## src/rtl/lcd_nios2_qsys_0_oci_dct_packer.sv

```systemverilog
// OCI data-compression-trace packer: folds 2-bit trace tokens into a 30-bit buffer and
// hands full or flushed buffers to the trace sink, then sequences the end-of-test flags.
module lcd_nios2_qsys_0_oci_dct_packer #(
  parameter int unsigned DROP_W = 8
) (
  input  logic              clk,
  input  logic              reset_n,
  input  logic              tok_valid,
  input  logic [1:0]        tok_data,
  output logic              tok_ready,
  input  logic              flush,
  input  logic              end_req,
  output logic [29:0]       dct_buffer,
  output logic [3:0]        dct_count,
  output logic              word_valid,
  output logic [29:0]       word_data,
  output logic [3:0]        word_count,
  input  logic              word_ready,
  output logic              test_ending,
  output logic              test_has_ended,
  output logic [DROP_W-1:0] drop_cnt
);

  typedef enum logic [1:0] {StFill, StEnding, StEnded} state_e;

  localparam logic [DROP_W-1:0] DropMax = {DROP_W{1'b1}};
  localparam logic [DROP_W-1:0] DropOne = {{(DROP_W-1){1'b0}}, 1'b1};

  logic [1:0]        sync_q;
  logic              rst_n_int;
  state_e            state_q, state_d;
  logic [29:0]       buf_q, buf_d;
  logic [3:0]        cnt_q, cnt_d;
  logic              pend_q, pend_d;
  logic              wv_q, wv_d;
  logic [29:0]       wd_q, wd_d;
  logic [3:0]        wc_q, wc_d;
  logic [DROP_W-1:0] drop_q, drop_d;

  logic              accept;
  logic              slot_free;
  logic              flush_req;
  logic [29:0]       pack_buf;
  logic [3:0]        pack_cnt;

  // Reset asserts asynchronously through the synchroniser, releases two edges later.
  always_ff @(posedge clk or negedge reset_n) begin
    if (!reset_n) begin
      sync_q <= 2'b00;
    end else begin
      sync_q <= {sync_q[0], 1'b1};
    end
  end

  assign rst_n_int = sync_q[1];

  // Depends only on registered state so the sink's ready never reaches the token side.
  assign tok_ready = rst_n_int && (state_q == StFill) && !((cnt_q == 4'd14) && wv_q);
  assign accept    = tok_valid && tok_ready;
  assign slot_free = !wv_q || word_ready;
  assign flush_req = flush || pend_q || (state_q == StEnding);
  assign pack_buf  = {buf_q[27:0], tok_data};
  assign pack_cnt  = cnt_q + 4'd1;

  always_comb begin
    buf_d  = buf_q;
    cnt_d  = cnt_q;
    pend_d = pend_q;
    wv_d   = wv_q;
    wd_d   = wd_q;
    wc_d   = wc_q;

    if (wv_q && word_ready) begin
      wv_d = 1'b0;
    end

    if (accept && (cnt_q == 4'd14)) begin
      // Fifteenth token: full word wins over any flush request.
      wv_d   = 1'b1;
      wd_d   = pack_buf;
      wc_d   = 4'd15;
      buf_d  = '0;
      cnt_d  = '0;
      pend_d = 1'b0;
    end else if (flush_req && (cnt_q != 4'd0)) begin
      if (slot_free) begin
        wv_d   = 1'b1;
        wd_d   = accept ? pack_buf : buf_q;
        wc_d   = accept ? pack_cnt : cnt_q;
        buf_d  = '0;
        cnt_d  = '0;
        pend_d = 1'b0;
      end else begin
        pend_d = (state_q == StFill);
        if (accept) begin
          buf_d = pack_buf;
          cnt_d = pack_cnt;
        end
      end
    end else begin
      pend_d = 1'b0;
      if (accept) begin
        buf_d = pack_buf;
        cnt_d = pack_cnt;
      end
    end
  end

  always_comb begin
    state_d = state_q;
    unique case (state_q)
      StFill: begin
        if (end_req) begin
          state_d = StEnding;
        end
      end
      StEnding: begin
        if (!wv_q && (cnt_q == 4'd0)) begin
          state_d = StEnded;
        end
      end
      StEnded: state_d = StEnded;
      default: state_d = StFill;
    endcase
  end

  always_comb begin
    drop_d = drop_q;
    if (tok_valid && !tok_ready && (drop_q != DropMax)) begin
      drop_d = drop_q + DropOne;
    end
  end

  always_ff @(posedge clk or negedge rst_n_int) begin
    if (!rst_n_int) begin
      state_q <= StFill;
      buf_q   <= '0;
      cnt_q   <= '0;
      pend_q  <= 1'b0;
      wv_q    <= 1'b0;
      wd_q    <= '0;
      wc_q    <= '0;
      drop_q  <= '0;
    end else begin
      state_q <= state_d;
      buf_q   <= buf_d;
      cnt_q   <= cnt_d;
      pend_q  <= pend_d;
      wv_q    <= wv_d;
      wd_q    <= wd_d;
      wc_q    <= wc_d;
      drop_q  <= drop_d;
    end
  end

  assign dct_buffer     = buf_q;
  assign dct_count      = cnt_q;
  assign word_valid     = wv_q;
  assign word_data      = wd_q;
  assign word_count     = wc_q;
  assign test_ending    = (state_q == StEnding);
  assign test_has_ended = (state_q == StEnded);
  assign drop_cnt       = drop_q;

endmodule
```

## config.mk

```make
export PLATFORM = sky130hd
export DESIGN_NAME = lcd_nios2_qsys_0_oci_dct_packer
export DESIGN_NICKNAME = d
export VERILOG_FILES = /design/src/rtl/lcd_nios2_qsys_0_oci_dct_packer.sv
export SDC_FILE = /design/constraint.sdc
export NUM_CORES = 1
export LEC_CHECK = 0
export ABC_AREA = 1
export ABC_CLOCK_PERIOD_IN_PS = 3100
export CAP_MARGIN = 10
export CORE_UTILIZATION = 45
export DETAILED_ROUTE_END_ITERATION = 10
export GPL_TIMING_DRIVEN = 0
export PLACE_DENSITY = 0.79
export SLEW_MARGIN = 20
export SYNTH_ARGS = -nofsm -noshare
export SYNTH_HDL_FRONTEND = slang
export SYNTH_SLANG_ARGS = --single-unit
```

## constraint.sdc

```tcl
create_clock -name clk -period 3.1 [get_ports clk]
set_clock_uncertainty 0.05 [all_clocks]
set_input_delay 0.465 -clock clk [delete_from_list [all_inputs] [get_ports clk]]
set_output_delay 0.465 -clock clk [all_outputs]
set_load 0.1 [all_outputs]
```

==> flow_summary_export.csv <==
group,metric,value,unit
power_and_ir_drop,p_per_area,843,nW/um^2
power_and_ir_drop,power.leakage,2.61,nW
logic_synthesis,syn_nets,481,
sta,period_needed,2.73,ns
logic_synthesis,synth_warnings,0,
setup_path,cpMostUsedCell,"nand2_1",
floorplan,die_area,8730,um^2
global_routing,grt.total_usage,20.1,%
final_layout,nFillCells,666,
sta,rsz0062_at_grt,"false",
setup_path,worstSetupEndpoint,"tok_ready",
global_routing,grt-ovfl-total,0,
sta,finalSetupTns,0,ns
sta,fin_crit_sh,88.0,%
setup_path,crit_path_max_incr_delay,0.64,ns
floorplan,start_util,47.7,%
setup_path,path_max_fanout,42,
clock_network,cts_buffers,9,
final_layout,final_util,63.4,%
sta,hold_violations,0,
setup_path,setup.worst_path.start,"sync_q[1]",
floorplan,dieWidth,93.4,um
final_layout,diodes,0,
placed_design,hpwl,5910,um
clock_network,path_clk_slew,0.08,ns
setup_path,crit_chain,"buf_12, nand2_1, inv_2, nand2_1, inv_1, clkdlybuf4s15_2",
clock_network,numClockSinks,82,
route,drc,0,
route,wirelength,8130,um
logic_synthesis,synthDistinctLibCells,25,
clock_network,cts_tree,"built",
floorplan,pin_count,88,
global_routing,antenna_found_initial,0,
power_and_ir_drop,peakVddDrop,0.681,mV
status,status,"completed",
global_routing,grt_pass1_wl,13600,um
route,post_drt_wl_per_cell,12.1,um
placed_design,numPortBuffers,86,
clock_network,clockRootBuffer,"clkbuf_8",
clock_network,cts_hold_buf,0,
sta,timing.hold.ws,0.185,ns
sta,worst_slack,0.373,ns
sta,worst_pin_slew,1.00,ns
setup_path,crit_type,"register to primary output",
sta,slew-limit-headroom,32.9,%
floorplan,core_area,7890,um^2
route,ant_nets,0,
setup_path,worst-r2r-cell-count,9,
setup_path,worstPathRequired,2.58,ns
setup_path,r2r-start,"sync_q[1]",
route,vias,3118,
final_layout,area_growth,32.9,%
setup_path,cp_num_cells,6,
setup_path,endpoint_kind,"primary output",
final_layout,drive_above_1_share,10.4,%
placed_design,place_congestion,0.843,
logic_synthesis,syn_inst,465,
route,drt_iter0_markers,142,
route,drt-vias-per-instance,4.65,
clock_network,cts_buffer_depth,2,
run,timing.max_cap.violations,0,
logic_synthesis,synth_area,3760,um^2
floorplan,fp.dieH,93.4,um
hold_path,min_path_type,"register to async pin",
logic_synthesis,avgSynthCellArea,8.09,um^2
setup_path,worst_r2r_endpoint,"word_data[8]",
global_routing,grt_pass1_vias,3002,
setup_path,worst-path-buf-inv,4,
sta,max_freq,0.367,GHz
clock_network,clkLatencyLatePin,0.34,ns
logic_synthesis,ys_ff_latch,82,
setup_path,startpoint_type,"register",
floorplan,num_rows,32,
setup_path,reg2reg_slack,0.84,ns
setup_path,cp.arrival,2.21,ns
placed_design,place_ws,-0.0692,ns
route,first_pass_iters,4,
clock_network,htreeDepth,3,
setup_path,slowest_stage,"dfrtp_4",
sta,setup_viol,0,
final_layout,layout.nets,580,
setup_path,crit_family,"buffers and inverters",
logic_synthesis,yosysSeqAreaShare,54.5,%
global_routing,grt_max_degree,43,
sta,maxSlewViolCount,0,
-- cell usage in the layout, fill, tap and decap left out, types with 2 or more instances in the layout --
master,n
nor3_1,2
nand4_1,4
buf_4,6
ha_1,8
nand2_1,205
o21ai_0,25
buf_6,4
inv_1,62
clkbuf_8,10
o21ai_1,12
inv_2,17
nand4_2,2
buf_2,6
dfrtp_1,81
clkinv_2,4
nand3_1,9
clkbuf_1,3
nor2_1,5
clkdlybuf4s50_1,85
xnor2_1,6
-- stage by stage --
| step | cells | instance area, um^2 | power (W) |
|---|---|---|---|
| 2_1_floorplan | 465 | 3760 | 0.00297 |
| 3_3_place_gp | 653 | 4750 | 0.00344 |
| 3_5_place_dp | 654 | 4770 | 0.00348 |
| 4_1_cts | 670 | 4970 | 0.00425 |
| 5_1_grt | 671 | 5000 | 0.00445 |
| 6_report | 671 | 5000 | 0.00422 |
-- layout make-up --
type / instances / area (um^2) / share of cell area [%]
buffer: 18 / 128 / 2.55
clock buffer: 11 / 141 / 2.83
clock inverter: 5 / 53.8 / 1.08
inverter: 80 / 302 / 6.03
multi-input combinational: 285 / 1280 / 25.6
sequential: 82 / 2060 / 41.1
tap: 102 / 128 / 2.55
timing repair buffer: 88 / 910 / 18.2
-- kinds of logic after synthesis --
| logic type | Yosys count | synth area share (%) |
|---|---|---|
| simple gates | 231 | 24.5 |
| buf+inv | 98 | 11.4 |
| flops | 82 | 54.5 |
| compound gates | 38 | 5.15 |
| fa+ha+maj | 8 | 2.66 |
| xor+xnor | 7 | 1.63 |
| other cells | 1 | 0.0997 |
-- routing by layer --
| metal | up-vias | GRT usage [%] | wire length, um |
|---|---|---|---|
| met1 | 1437 | 25.6 | 3770 |
| met2 | 85 | 34.6 | 3870 |
| met3 | 13 | 3.82 | 354 |
| met5 | - | 0 | 0 |
| li1 | 1583 | - | - |
| met4 | 0 | 6.28 | 125 |
-- how the worst min path moves through the flow --
stage / to / from / cells past startpoint / slack [ns]
global placement: sync_q[1] / sync_q[0] / 0 / 0.29
floorplan: sync_q[0] / reset_n / 0 / 0.12
finish: dct_buffer[13] / sync_q[1] / 0 / 0.18
detailed placement: word_data[1] / sync_q[1] / 0 / 0.28
global route: dct_buffer[13] / sync_q[1] / 0 / 0.21
CTS: sync_q[1] / reset_n / 1 / 0.22
-- flip-flops by register name, summed over array words and instances (netlist names) --
register / cells
drop_cnt: 8
dct_buffer: 30
dct_count: 4
sync_q: 2
word_count: 4
pend_q: 1
word_valid: 1
state_q: 2
word_data: 30
-- timing repair --
item	CTS	global route
gates resized for setup	3	0
buffers inserted	0	1
setup endpoints to repair	1	1
endpoints found under the hold margin	0	0
-- power breakdown --
part	internal [W]	total, W	switching [W]
logic	0.000504	0.00211	0.00160
clock network	0.000392	0.000764	0.000372
registers	0.00121	0.00135	0.000138
-- synthesized netlist by cell type --
master,n,area share (%)
xnor2_1,6,1.4
or2_0,1,0.17
xor2_1,1,0.23
nand3_1,9,1.2
nor3_1,2,0.27
inv_2,17,1.7
inv_1,62,6.2
buf_4,6,1.2
clkinv_2,1,0.13
buf_6,4,1.2
nor2_2,1,0.17
buf_2,6,0.80
conb_1,1,0.10
clkbuf_1,2,0.20
nand2_2,1,0.17
nand3_2,1,0.27
o21ai_0,25,3.3
ha_1,8,2.7
nand2_1,205,20
o21ai_1,12,1.6
nand4_1,4,0.67
o21ai_2,1,0.23
nand4_2,2,0.67
nor2_1,5,0.50
dfrtp_1,82,55
Power figures use the tool's default switching activity.
